## src/rtl/_sipo_shift_reg_pkg.sv

```systemverilog
// rtl/_sipo_shift_reg_pkg.sv - shared FSM encoding and width helper for the SIPO assembler
package _sipo_shift_reg_pkg;

  typedef enum logic {
    FILL = 1'b0,
    FULL = 1'b1
  } sipo_state_t;

  localparam int DEFAULT_WIDTH = 8;
  localparam int CNT_W = $clog2(DEFAULT_WIDTH);

  // Counter width for an arbitrary word size
  function automatic int sipo_cnt_w(input int width);
    return $clog2(width);
  endfunction

endpackage

```

## src/rtl/_sipo_bit_counter.sv

```systemverilog
// rtl/_sipo_bit_counter.sv - mod-WIDTH beat counter, flags the final bit of a word
module _sipo_bit_counter
  import _sipo_shift_reg_pkg::*;
#(
  parameter int WIDTH = 8,
  parameter int CW    = sipo_cnt_w(WIDTH)
) (
  input  logic          clk,
  input  logic          reset,
  input  logic          clr,
  input  logic          inc,
  output logic [CW-1:0] cnt,
  output logic          last
);

  assign last = (cnt == CW'(WIDTH - 1));

  always_ff @(posedge clk or posedge reset) begin
    if (reset) begin
      cnt <= '0;
    end else if (clr) begin
      cnt <= '0;
    end else if (inc) begin
      cnt <= last ? '0 : cnt + 1'b1;
    end
  end

endmodule

```

## src/rtl/_sipo_shift_reg.sv

```systemverilog
// rtl/_sipo_shift_reg.sv - serial-in/parallel-out word assembler with valid/ready output
module _sipo_shift_reg
  import _sipo_shift_reg_pkg::*;
#(
  parameter int WIDTH     = 8,
  parameter bit MSB_FIRST = 1'b1,
  parameter int CW        = sipo_cnt_w(WIDTH)
) (
  input  logic             clk,
  input  logic             reset,
  input  logic             clr,
  input  logic             s_valid,
  input  logic             s_bit,
  output logic             s_ready,
  output logic             m_valid,
  output logic [WIDTH-1:0] m_data,
  input  logic             m_ready,
  output logic [CW-1:0]    bit_cnt
);

  sipo_state_t      state_q, state_d;
  logic [WIDTH-1:0] shift_q, shift_next;
  logic             accept, take, cnt_last;

  assign accept = s_valid & s_ready & ~clr;
  assign take   = m_valid & m_ready & ~clr;

  _sipo_bit_counter #(.WIDTH(WIDTH), .CW(CW)) u_cnt (
    .clk   (clk),
    .reset (reset),
    .clr   (clr),
    .inc   (accept),
    .cnt   (bit_cnt),
    .last  (cnt_last)
  );

  always_ff @(posedge clk or posedge reset) begin
    if (reset) begin
      state_q <= FILL;
    end else begin
      state_q <= state_d;
    end
  end

  always_comb begin
    state_d = state_q;
    if (clr) begin
      state_d = FILL;
    end else begin
      case (state_q)
        FILL: if (accept && cnt_last) state_d = FULL;
        FULL: if (take) state_d = FILL;
        default: state_d = FILL;
      endcase
    end
  end

  // In FULL, s_ready follows m_ready so a take and a new first bit share a cycle
  always_comb begin
    m_valid = (state_q == FULL);
    s_ready = 1'b0;
    if (!reset) begin
      s_ready = (state_q == FILL) ? 1'b1 : m_ready;
    end
  end

  always_comb begin
    shift_next = shift_q;
    if (MSB_FIRST) begin
      shift_next = {shift_q[WIDTH-2:0], s_bit};
    end else begin
      shift_next = {s_bit, shift_q[WIDTH-1:1]};
    end
  end

  // Shift register is cleared on word completion so a beat accepted in FULL starts fresh
  always_ff @(posedge clk or posedge reset) begin
    if (reset) begin
      shift_q <= '0;
      m_data  <= '0;
    end else if (clr) begin
      shift_q <= '0;
    end else if (accept) begin
      if (state_q == FILL && cnt_last) begin
        m_data  <= shift_next;
        shift_q <= '0;
      end else begin
        shift_q <= shift_next;
      end
    end
  end

endmodule

```

## config.mk

```make
export PLATFORM = sky130hd
export DESIGN_NAME = _sipo_shift_reg
export DESIGN_NICKNAME = d
export VERILOG_FILES = /design/src/rtl/_sipo_shift_reg_pkg.sv /design/src/rtl/_sipo_bit_counter.sv /design/src/rtl/_sipo_shift_reg.sv
export SDC_FILE = /design/constraint.sdc
export NUM_CORES = 1
export LEC_CHECK = 0
export CAP_MARGIN = 20
export CORE_ASPECT_RATIO = 1.4
export CORE_MARGIN = 1
export CORE_UTILIZATION = 48
export DETAILED_ROUTE_END_ITERATION = 16
export PLACE_DENSITY = 0.72
export SLEW_MARGIN = 0
export SYNTH_ARGS = -nofsm -noshare
export SYNTH_HDL_FRONTEND = slang
export SYNTH_HIERARCHICAL = 1
export SYNTH_SLANG_ARGS = --single-unit
export TNS_END_PERCENT = 50
```

## constraint.sdc

```tcl
create_clock -name clk -period 1.9 [get_ports clk]
set_input_delay 0.38 -clock clk [delete_from_list [all_inputs] [get_ports clk]]
set_output_delay 0.38 -clock clk [all_outputs]
set_load 0.01 [all_outputs]
```

* Word-level counts from Yosys, hierarchy flattened
Index checks and enable logic that the tools add are counted.
** Operators by class
- Equal/unequal tests :: 1
- $lt $le $gt $ge :: 0
- Bitwise operators :: 6
- Add/subtract/negate cells :: 1
- Divide/modulo/power cells :: 0
- Multipliers :: 0
- Reduce and logical (&&, ||, !) cells :: 4
- Multiplexer cells :: 12
- Shifts and indexed selects :: 0
** Operators by type and width (number)
- $mux W7 :: 3
- $mux W3 :: 3
- $mux W1 :: 5
- $and A1 B1 Y1 :: 4
- $add A3 B1 Y3 const B :: 1
- $eq A3 B3 Y1 const B :: 1
- $reduce_and A3 Y1 :: 1
- $logic_and A1 B1 Y1 :: 2
- $not A1 Y1 :: 2
- $pmux W1 S2 :: 1
- $reduce_bool A2 Y1 :: 1
** Storage, ports and cells
- Bits in latches :: 0
- Memory bits (read-only) :: 0
- Bits in writable memories :: 0
- Word-level logic and storage cells :: 28
- Memories kept :: 0
- Bits in registers :: 19

* Logic depth before layout (Yosys ltp)
Gate-level depths: netlist of the first run.
- Depth in word-level cells :: 8
- Depth in mapped cells :: 7
- Depth with buffers taken out :: 5

* By module
Netlist of the first run, hierarchy kept.
** Modules (own cells, without submodules)
- _sipo_shift_reg :: times used 1, sequential area each 400.4 µm², area each 742.0 µm², cells each 61
- _sipo_bit_counter :: times used 1, sequential area each 75.1 µm², area each 155.1 µm², cells each 13

* Worst setup path before layout of the first run
No wires, ideal clock.
- Path kind :: register to register
- Start :: reg u_cnt.cnt[0]
- End :: reg m_data[0]
- Stages on the path, launching flop included :: 8
- Clock period less this slack :: 1.804 ns
- Data arrival time :: 1.679 ns
- Required time :: 1.775 ns
- Buffers on the path :: 2
- Slack :: 0.096 ns
- Setup time :: 0.125 ns
- Cells stage by stage :: dfrtp_1 > ha_1 > ha_1 > nand2b_4 > buf_6 > or3_1 > buf_6 > mux2_4
** Between the ends
- Word-level cells in the longest chain between the ends :: 3
** Ends and longest elaborated chain
- start: declaration :: line _sipo_bit_counter.sv:12 : output logic [CW-1:0] cnt,
- start signal: assignment :: line _sipo_bit_counter.sv:24 : cnt <= last ? '0 : cnt + 1'b1;
- $eq A3 B3 Y1 :: line _sipo_bit_counter.sv:16 : assign last = (cnt == CW'(WIDTH - 1));
- via cnt_last :: line _sipo_shift_reg.sv:23 : logic accept, take, cnt_last;
- $logic_and A1 B1 Y1 :: line _sipo_shift_reg.sv:84 : if (state_q == FILL && cnt_last) begin
- $reduce_and A3 Y1 (no source line)
- end signal: assignment :: line _sipo_shift_reg.sv:85 : m_data <= shift_next;
- end: declaration :: line _sipo_shift_reg.sv:16 : output logic [WIDTH-1:0] m_data,
The timed path passes the listed nets, and every way through them passes these cells.
A chain may end at the register's enable or synchronous reset.

* Worst setup path after layout of the first run
- Start :: reg u_cnt.cnt[0]
- End :: reg m_data[2]
Same word-level chain as after synthesis.

==> impl_summary.txt, run 1 <==
----------------------------------------------------
[Outcome]
  Outcome ... complete, no violations

[Place]
  Number of port buffers ... 18
  Placed Cells ... 116
  Worst Setup Slack post-DPL ... -0.0839 ns
  Total half-perimeter wirelength after legalization and detailed placement ... 1250 um
  Weighted congestion reported at the end of routability-driven placement ... 0.828

[Yosys]
  Mean instance size in the synthesized netlist ... 12.1 sq um
  Part of the Yosys area used for sequential elements ... 53.0%
  Post-Synthesis Net Count ... 82
  Main combinational cell family by area after synthesis ... multiplexers
  Synthesized netlist cell count ... 74
  Area share of and/or/nand/nor cells after synthesis ... 14.2%
  Total of flip-flops plus latches after synthesis ... 19
  YS warnings ... 6
  Parity-gate share of the synthesized area counting xor and xnor cells ... 0%
  Compound-cell area share of the yosys netlist ... 9.34%
  Multiplexer share of the synthesized area ... 15.6%
  Number of distinct library cells after synthesis ... 18
  Post-synthesis adder-cell area fraction ... 2.79%
  Netlist Area Pre-Place ... 897 sq um

[Worst setup path]
  Worst Setup SP ... u_cnt/cnt[0]
  Maximum fanout count along the critical path ... 9
  Crit Path Category ... reg2reg
  Cell chain of the critical path ... ha_1 -> ha_1 -> nand2b_4 -> or3_1 -> buf_4 -> mux2_4
  Type of element capturing the critical path ... flip-flop
  Reg2Reg Capture Point ... m_data[2]
  Critical path launch point type ... flip-flop
  Library cell contributing the largest single delay on the critical path ... sky130_fd_sc_hd__dfrtp_1
  CP Data Required Time ... 2.08 ns
  Peak per-stage delay on the critical path ... 0.40 ns
  Most frequent CP cell ... sky130_fd_sc_hd__ha_1
  Destination of the critical timing path ... m_data[2]
  Cell depth of the worst flop-to-flop path ... 6
  Buf+Inv Stages, Crit Path ... 1
  FF-to-FF setup slack ... 0.16 ns
  Arrival time reported for the critical path endpoint ... 1.93 ns
  Levels on crit path ... 6
  Launch instance of the worst register-to-register path ... u_cnt/cnt[0]
  Kind of cell adding the most delay to the critical path ... flip-flops

[Die]
  Y dimension of the die ... 53.2 um
  Initial standard-cell utilization of the core ... 51.1%
  Floorplan die area ... 2050 sq um
  I/O pin count ... 19
  Width of the die ... 38.5 um
  Cell Rows ... 18
  Total core area ... 1760 sq um

[Timing]
  Maximum clock frequency ... 0.574 GHz
  Setup repair after global routing missed its margin ... no
  Final setup violation count ... 0
  Final min period ... 1.74 ns
  Final worst clock skew ... 0.00124 ns
  Slew Limit Fails ... 0
  Worst setup margin ... 0.156 ns
  Endpoints failing hold ... 0
  Worst slew margin relative to its limit ... 80.9%
  Post-route worst hold slack ... 0.444 ns
  Slew at the pin with the worst max-slew slack ... 0.287 ns
  Part of the cycle the worst path needs ... 91.8%

[Finish]
  Post-route insts no fill ... 120
  Number of antenna repair diodes ... 0
  Number of filler instances in the final layout ... 143
  Share of the core filled with cells ... 66.5%
  Share of layout cells above drive strength 1 ... 25.0%
  Net count reported at finish ... 109
  Post-synthesis to final-layout area growth ... 30.1%

[Global routing]
  Maximum number of pins on one net before global-route repair ... 17
  Global Route Usage Sum ... 19.7%
  Wire length of the first global-routing pass ... 2740 um
  Number of global-route vias before repair ... 628
  Initial antenna violation count ... 0
  Remaining Overflow, GRT ... 0

[Pwr]
  Internal Dissipation ... 0.519 mW
  Power share of the sequential group ... 61.7%
  Pwr Total ... 0.665 mW
  Switching pwr ... 0.146 mW
  Leakage power ... 0.550 nW
  Worst vdd ir ... 425 uV
  Comb power frac ... 8.8%
  Sw Ratio ... 21.9%
  Clock Power Share ... 29.6%
  Power density cells ... 569 nW/um^2

[Drt]
  Final WL ... 1710 um
  First-iteration detailed-routing DRC count ... 12
  DRT Pass-1 Iters ... 4
  Wire length per cell after detailed routing ... 14.3 um
  DRC ... 0
  Mean number of vias per cell ... 5.44
  Remaining antenna violation count ... 0
  Number of vias in the routed layout ... 653

[Clocking]
  TritonCTS Sinks ... 19
  CTS buffer count ... 3
  H-tree levels ... 1
  Clock slew seen by the registers of the worst setup and hold paths ... 0.10 ns
  Latest clock arrival within the worst-skew pair ... 0.29 ns
  CTS tree ... yes
  Clock tree root buffer cell ... sky130_fd_sc_hd__clkbuf_4
  Worst-case clock buffer depth ... 2

[Run]
  Maxcap violations ... 0

[Worst hold path]
  Min-delay worst type ... in2async

----------------------------------------------------
## power groups by stage
stage | Combinational, mW | Clock (mW) | Sequential, mW
global placement | 0.0581 | 0 | 0.418
finish | 0.0582 | 0.197 | 0.410
floorplan | 0.0238 | 0 | 0.418
detailed placement | 0.0593 | 0 | 0.418
CTS | 0.0589 | 0.208 | 0.410
global route | 0.0641 | 0.226 | 0.411
## kinds of logic (layout without fill, tap and decap cells)
family | after synthesis | after routing
buffers and inverters | 8 | 34
flip-flops | 19 | 19
multiplexers | 10 | 10
AND/OR/NAND/NOR | 19 | 19
AO/OA/AOI/OAI | 16 | 16
adder cells (fa/ha/maj) | 2 | 2
## Yosys cell counts
| cell | instances | area (sq um) |
|---|---|---|
| sky130_fd_sc_hd__clkbuf_1 | 4 | 15.0 |
| sky130_fd_sc_hd__buf_6 | 2 | 22.5 |
| sky130_fd_sc_hd__ha_1 | 2 | 25.0 |
| sky130_fd_sc_hd__a21oi_2 | 1 | 8.76 |
| sky130_fd_sc_hd__inv_1 | 2 | 7.51 |
| sky130_fd_sc_hd__nor2_1 | 3 | 11.3 |
| sky130_fd_sc_hd__nor2b_1 | 2 | 12.5 |
| sky130_fd_sc_hd__mux2_4 | 8 | 120 |
| sky130_fd_sc_hd__nor3_1 | 1 | 5.00 |
| sky130_fd_sc_hd__or3b_1 | 1 | 8.76 |
| sky130_fd_sc_hd__nand2b_4 | 2 | 27.5 |
| sky130_fd_sc_hd__or3_1 | 1 | 6.26 |
| sky130_fd_sc_hd__nand2b_1 | 2 | 12.5 |
| sky130_fd_sc_hd__a21oi_1 | 7 | 35.0 |
| sky130_fd_sc_hd__o21ai_0 | 8 | 40.0 |
| sky130_fd_sc_hd__dfrtp_1 | 19 | 475 |
| sky130_fd_sc_hd__nand4_1 | 7 | 43.8 |
| sky130_fd_sc_hd__mux2i_1 | 2 | 20.0 |
## cell type report
| type | instances | area [sq um] | share of cell area, % |
|---|---|---|---|
| sequential | 19 | 475 | 40.7 |
| clock buffer | 4 | 26.3 | 2.25 |
| inverter | 2 | 7.51 | 0.643 |
| timing repair buffer | 28 | 254 | 21.8 |
| tap | 20 | 25.0 | 2.14 |
| multi-input combinational | 47 | 379 | 32.5 |
## worst register-to-register path: stages, from the launching register on
cell and delay, ns:
sky130_fd_sc_hd__dfrtp_1 0.40, sky130_fd_sc_hd__ha_1 0.17, sky130_fd_sc_hd__ha_1 0.20, sky130_fd_sc_hd__nand2b_4 0.06, sky130_fd_sc_hd__or3_1 0.30, sky130_fd_sc_hd__buf_4 0.20
sky130_fd_sc_hd__mux2_4 0.31
## flip-flops by register name, summed over array words and instances, names as in the netlist
name,count
m_valid,1
u_cnt/cnt,3
m_data,8
shift_q,7
## metal layers
metal	vias up	part of all wire [%]	track usage [%]	wire length, um
met2	25	51	31.4	881
met3	2	4.4	2.52	75
met5	-	0	0	0
met1	314	43	24.6	740
met4	0	0.88	12.1	15
li1	312	-	-	-
## metrics by stage
step / area [sq um] / TNS [ns]
2_1_floorplan: 897 / 0
3_3_place_gp: 1140 / -0.403
3_5_place_dp: 1140 / -0.491
4_1_cts: 1170 / 0
5_1_grt: 1170 / 0
6_report: 1170 / 0
## timing repair
item,CTS,global route
buffers inserted,0,0
endpoints found under the setup margin,1,0
resized for setup,2,0
hold buffers,0,0
## worst min path at each step
stage,startpoint,to
floorplan,reset,u_cnt/cnt[0]
global placement,m_data[1],m_data[1]
detailed placement,shift_q[6],m_data[7]
CTS,reset,u_cnt/cnt[0]
global route,reset,u_cnt/cnt[1]
finish,reset,u_cnt/cnt[1]
## layout by cell type, fill, tap and decap left out, drive strengths merged
cell type / instances
mux2: 8
dlygate4sd2: 1
clkbuf: 4
clkdlybuf4s50: 17
nor2b: 2
or3b: 1
or3: 1
nand2b: 4
mux2i: 2
nand4: 7
buf: 10
nor3: 1
dfrtp: 19
a21oi: 8
inv: 2
nor2: 3
ha: 2
o21ai: 8
Note: power is estimated with default switching activity, not from simulation.
==> inputs of run 2 (changes only) <==
--- a/config.mk
+++ b/config.mk
@@ -7,9 +7,9 @@
 export LEC_CHECK = 0
 export CAP_MARGIN = 20
 export CORE_ASPECT_RATIO = 1.4
-export CORE_MARGIN = 1
 export CORE_UTILIZATION = 48
 export DETAILED_ROUTE_END_ITERATION = 16
+export MAX_ROUTING_LAYER = met4
 export PLACE_DENSITY = 0.72
 export SLEW_MARGIN = 0
 export SYNTH_ARGS = -nofsm -noshare
==> run 2 against run 1 <==
Die area is the same. Worst hold slack lost 0.00067 ns. Via count grew 0.92%. Wire length shrank 0.53%. Largest power group unchanged.
==> impl_summary.txt, run 2 (synthesized netlist as in run 1, its figures left out) <==
----------------------------------------------------
[Timing]
  Slew at the pin with the worst max-slew slack ... 0.286 ns (-0.000582 ns)
  Part of the cycle the worst path needs ... 91.8% (about the same)
  Worst slew margin relative to its limit ... 80.9% (about the same)
  Final min period ... 1.74 ns (+0.000133 ns)
  Setup repair after global routing missed its margin ... no
  Final setup violation count ... 0 (unchanged)
  Worst setup margin ... 0.156 ns (-0.000133 ns)
  Slew Limit Fails ... 0 (unchanged)
  Final worst clock skew ... 0.00117 ns (-0.0000680 ns)
  Endpoints failing hold ... 0 (unchanged)
  Maximum clock frequency ... 0.573 GHz (about the same)

[Finish]
  Number of antenna repair diodes ... 0 (unchanged)
  Number of filler instances in the final layout ... 143 (unchanged)
  Largest register FFs ... 8 (unchanged)
  Commonest cells after routing, fill and taps aside ... sky130_fd_sc_hd__dfrtp_1 (19), sky130_fd_sc_hd__clkdlybuf4s50_1 (17), sky130_fd_sc_hd__buf_4 (10)
  Share of layout cells above drive strength 1 ... 25.0% (unchanged)
  Most frequent standard cell in the layout excluding fill and tap cells ... sky130_fd_sc_hd__dfrtp_1
  Most flop-heavy register ... m_data
  Net count reported at finish ... 109 (unchanged)
  Largest registers ... m_data x8, shift_q x7, u_cnt/cnt x3
  Post-route insts no fill ... 120 (unchanged)
  Share of the core filled with cells ... 66.5% (unchanged)
  Post-synthesis to final-layout area growth ... 30.1% (unchanged)

[Clocking]
  CTS tree ... yes
  H-tree levels ... 1 (unchanged)
  Hold_buf cts ... 0 (unchanged)
  Clock tree root buffer cell ... sky130_fd_sc_hd__clkbuf_4
  Worst-case clock buffer depth ... 2 (unchanged)
  Clock slew seen by the registers of the worst setup and hold paths ... 0.10 ns (about the same)
  CTS buffer count ... 3 (unchanged)
  Latest clock arrival within the worst-skew pair ... 0.29 ns (about the same)
  TritonCTS Sinks ... 19 (unchanged)

[Global routing]
  Initial antenna violation count ... 0 (unchanged)
  Wire length of the first global-routing pass ... 2730 um (-0.26%)
  Remaining Overflow, GRT ... 0 (unchanged)
  Global Route Usage Sum ... 20.2% (+0.49 points)
  Number of global-route vias before repair ... 628 (unchanged)
  Maximum number of pins on one net before global-route repair ... 17 (unchanged)

[Worst setup path]
  Maximum fanout count along the critical path ... 9 (unchanged)
  Arrival time reported for the critical path endpoint ... 1.93 ns (about the same)
  Destination of the critical timing path ... m_data[2]
  Cell depth of the worst flop-to-flop path ... 6 (unchanged)
  Launch instance of the worst register-to-register path ... u_cnt/cnt[0]
  FF-to-FF setup slack ... 0.16 ns (about the same)
  Worst Setup SP ... u_cnt/cnt[0]
  Reg2Reg Capture Point ... m_data[2]
  CP Data Required Time ... 2.08 ns (about the same)
  Crit Path Category ... reg2reg
  Type of element capturing the critical path ... flip-flop
  Critical path launch point type ... flip-flop

[Die]
  Cell Rows ... 18 (unchanged)
  Total core area ... 1760 sq um (unchanged)
  Floorplan die area ... 2050 sq um (unchanged)
  Width of the die ... 38.5 um (unchanged)
  Initial standard-cell utilization of the core ... 51.1% (unchanged)
  Y dimension of the die ... 53.2 um (unchanged)
  I/O pin count ... 19 (unchanged)

[Drt]
  Remaining antenna violation count ... 0 (unchanged)
  Wire length per cell after detailed routing ... 14.2 um (-0.53%)
  DRT Pass-1 Iters ... 5 (+1)
  DRC ... 0 (unchanged)
  Final WL ... 1700 um (-0.53%)
  Mean number of vias per cell ... 5.49 (+0.92%)
  First-iteration detailed-routing DRC count ... 17 (+5)
  Number of vias in the routed layout ... 659 (+0.92%)

[Worst hold path]
  Min-delay worst type ... in2async

[Pwr]
  Power density cells ... 570 nW/um^2 (about the same)
  Leakage power ... 0.550 nW (unchanged)
  Worst vdd ir ... 425 uV (about the same)

[Outcome]
  Outcome ... complete, no violations

[Place]
  Worst Setup Slack post-DPL ... -0.0839 ns (unchanged)
  Number of port buffers ... 18 (unchanged)
  Placed Cells ... 116 (unchanged)
  Total half-perimeter wirelength after legalization and detailed placement ... 1250 um (unchanged)
  Weighted congestion reported at the end of routability-driven placement ... 0.840 (+1.5%)

[Run]
  Maxcap violations ... 0 (unchanged)

----------------------------------------------------
run 2: cell counts in the layout (fill, tap and decap cells not counted):
Identical to the previous run, type by type.
run 2: worst min-delay path by stage:
stage	startpoint	endpoint	slack [ns]
2_1_floorplan	reset	u_cnt/cnt[0]	0.13
3_3_place_gp	m_data[1]	m_data[1]	0.49
3_5_place_dp	shift_q[6]	m_data[7]	0.49
4_1_cts	reset	u_cnt/cnt[0]	0.43
5_1_grt	reset	u_cnt/cnt[1]	0.46
6_report	reset	u_cnt/cnt[1]	0.44
run 2: per-stage QoR:
step	TNS (ns)	power [mW]	hold slack (ns)	area (sq um)
after floorplan	0	0.442	0.134	897
after global placement	-0.403	0.476	0.495	1140
after detailed placement	-0.491	0.477	0.490	1140
after CTS	0	0.677	0.434	1170
after global routing	0	0.701	0.464	1170
final	0	0.665	0.443	1170
run 2: critical path, cell delays in order, from the launching register on:
cell                       delay, ns
sky130_fd_sc_hd__dfrtp_1        0.40
sky130_fd_sc_hd__ha_1           0.17
sky130_fd_sc_hd__ha_1           0.20
sky130_fd_sc_hd__nand2b_4       0.06
sky130_fd_sc_hd__or3_1          0.30
sky130_fd_sc_hd__buf_4          0.20
sky130_fd_sc_hd__mux2_4         0.31
run 2: area by class of cell:
cell class / count / area [sq um] / area share, %
flip-flops and latches: 19 / 475 / 40.7
multi-input cells: 47 / 379 / 32.5
repair buffers: 28 / 254 / 21.8
clock buffers: 4 / 26.3 / 2.25
well taps: 20 / 25.0 / 2.14
inverters: 2 / 7.51 / 0.643
run 2: timing repair:
| item | in CTS | in global routing |
|---|---|---|
| buffers inserted | 0 | 0 |
| endpoints found under the hold margin | 0 | 0 |
| resized for setup | 2 | 0 |
| endpoints found under the setup margin | 1 | 0 |
run 2: report_power, final:
part | leakage (nW) | internal, mW | switching (mW)
registers | 0.264 | 0.407 | 0.00255
clock network | 0.0150 | 0.0817 | 0.115
logic | 0.271 | 0.0301 | 0.0281
run 2: layer usage:
metal | wire [um] | share of wire (%) | global-route usage [%]
met4 | 14 | 0.82 | 12.1
met5 | 0 | 0 | -
met2 | 876 | 51 | 31.4
met1 | 740 | 43 | 24.6
met3 | 72 | 4.2 | 2.52
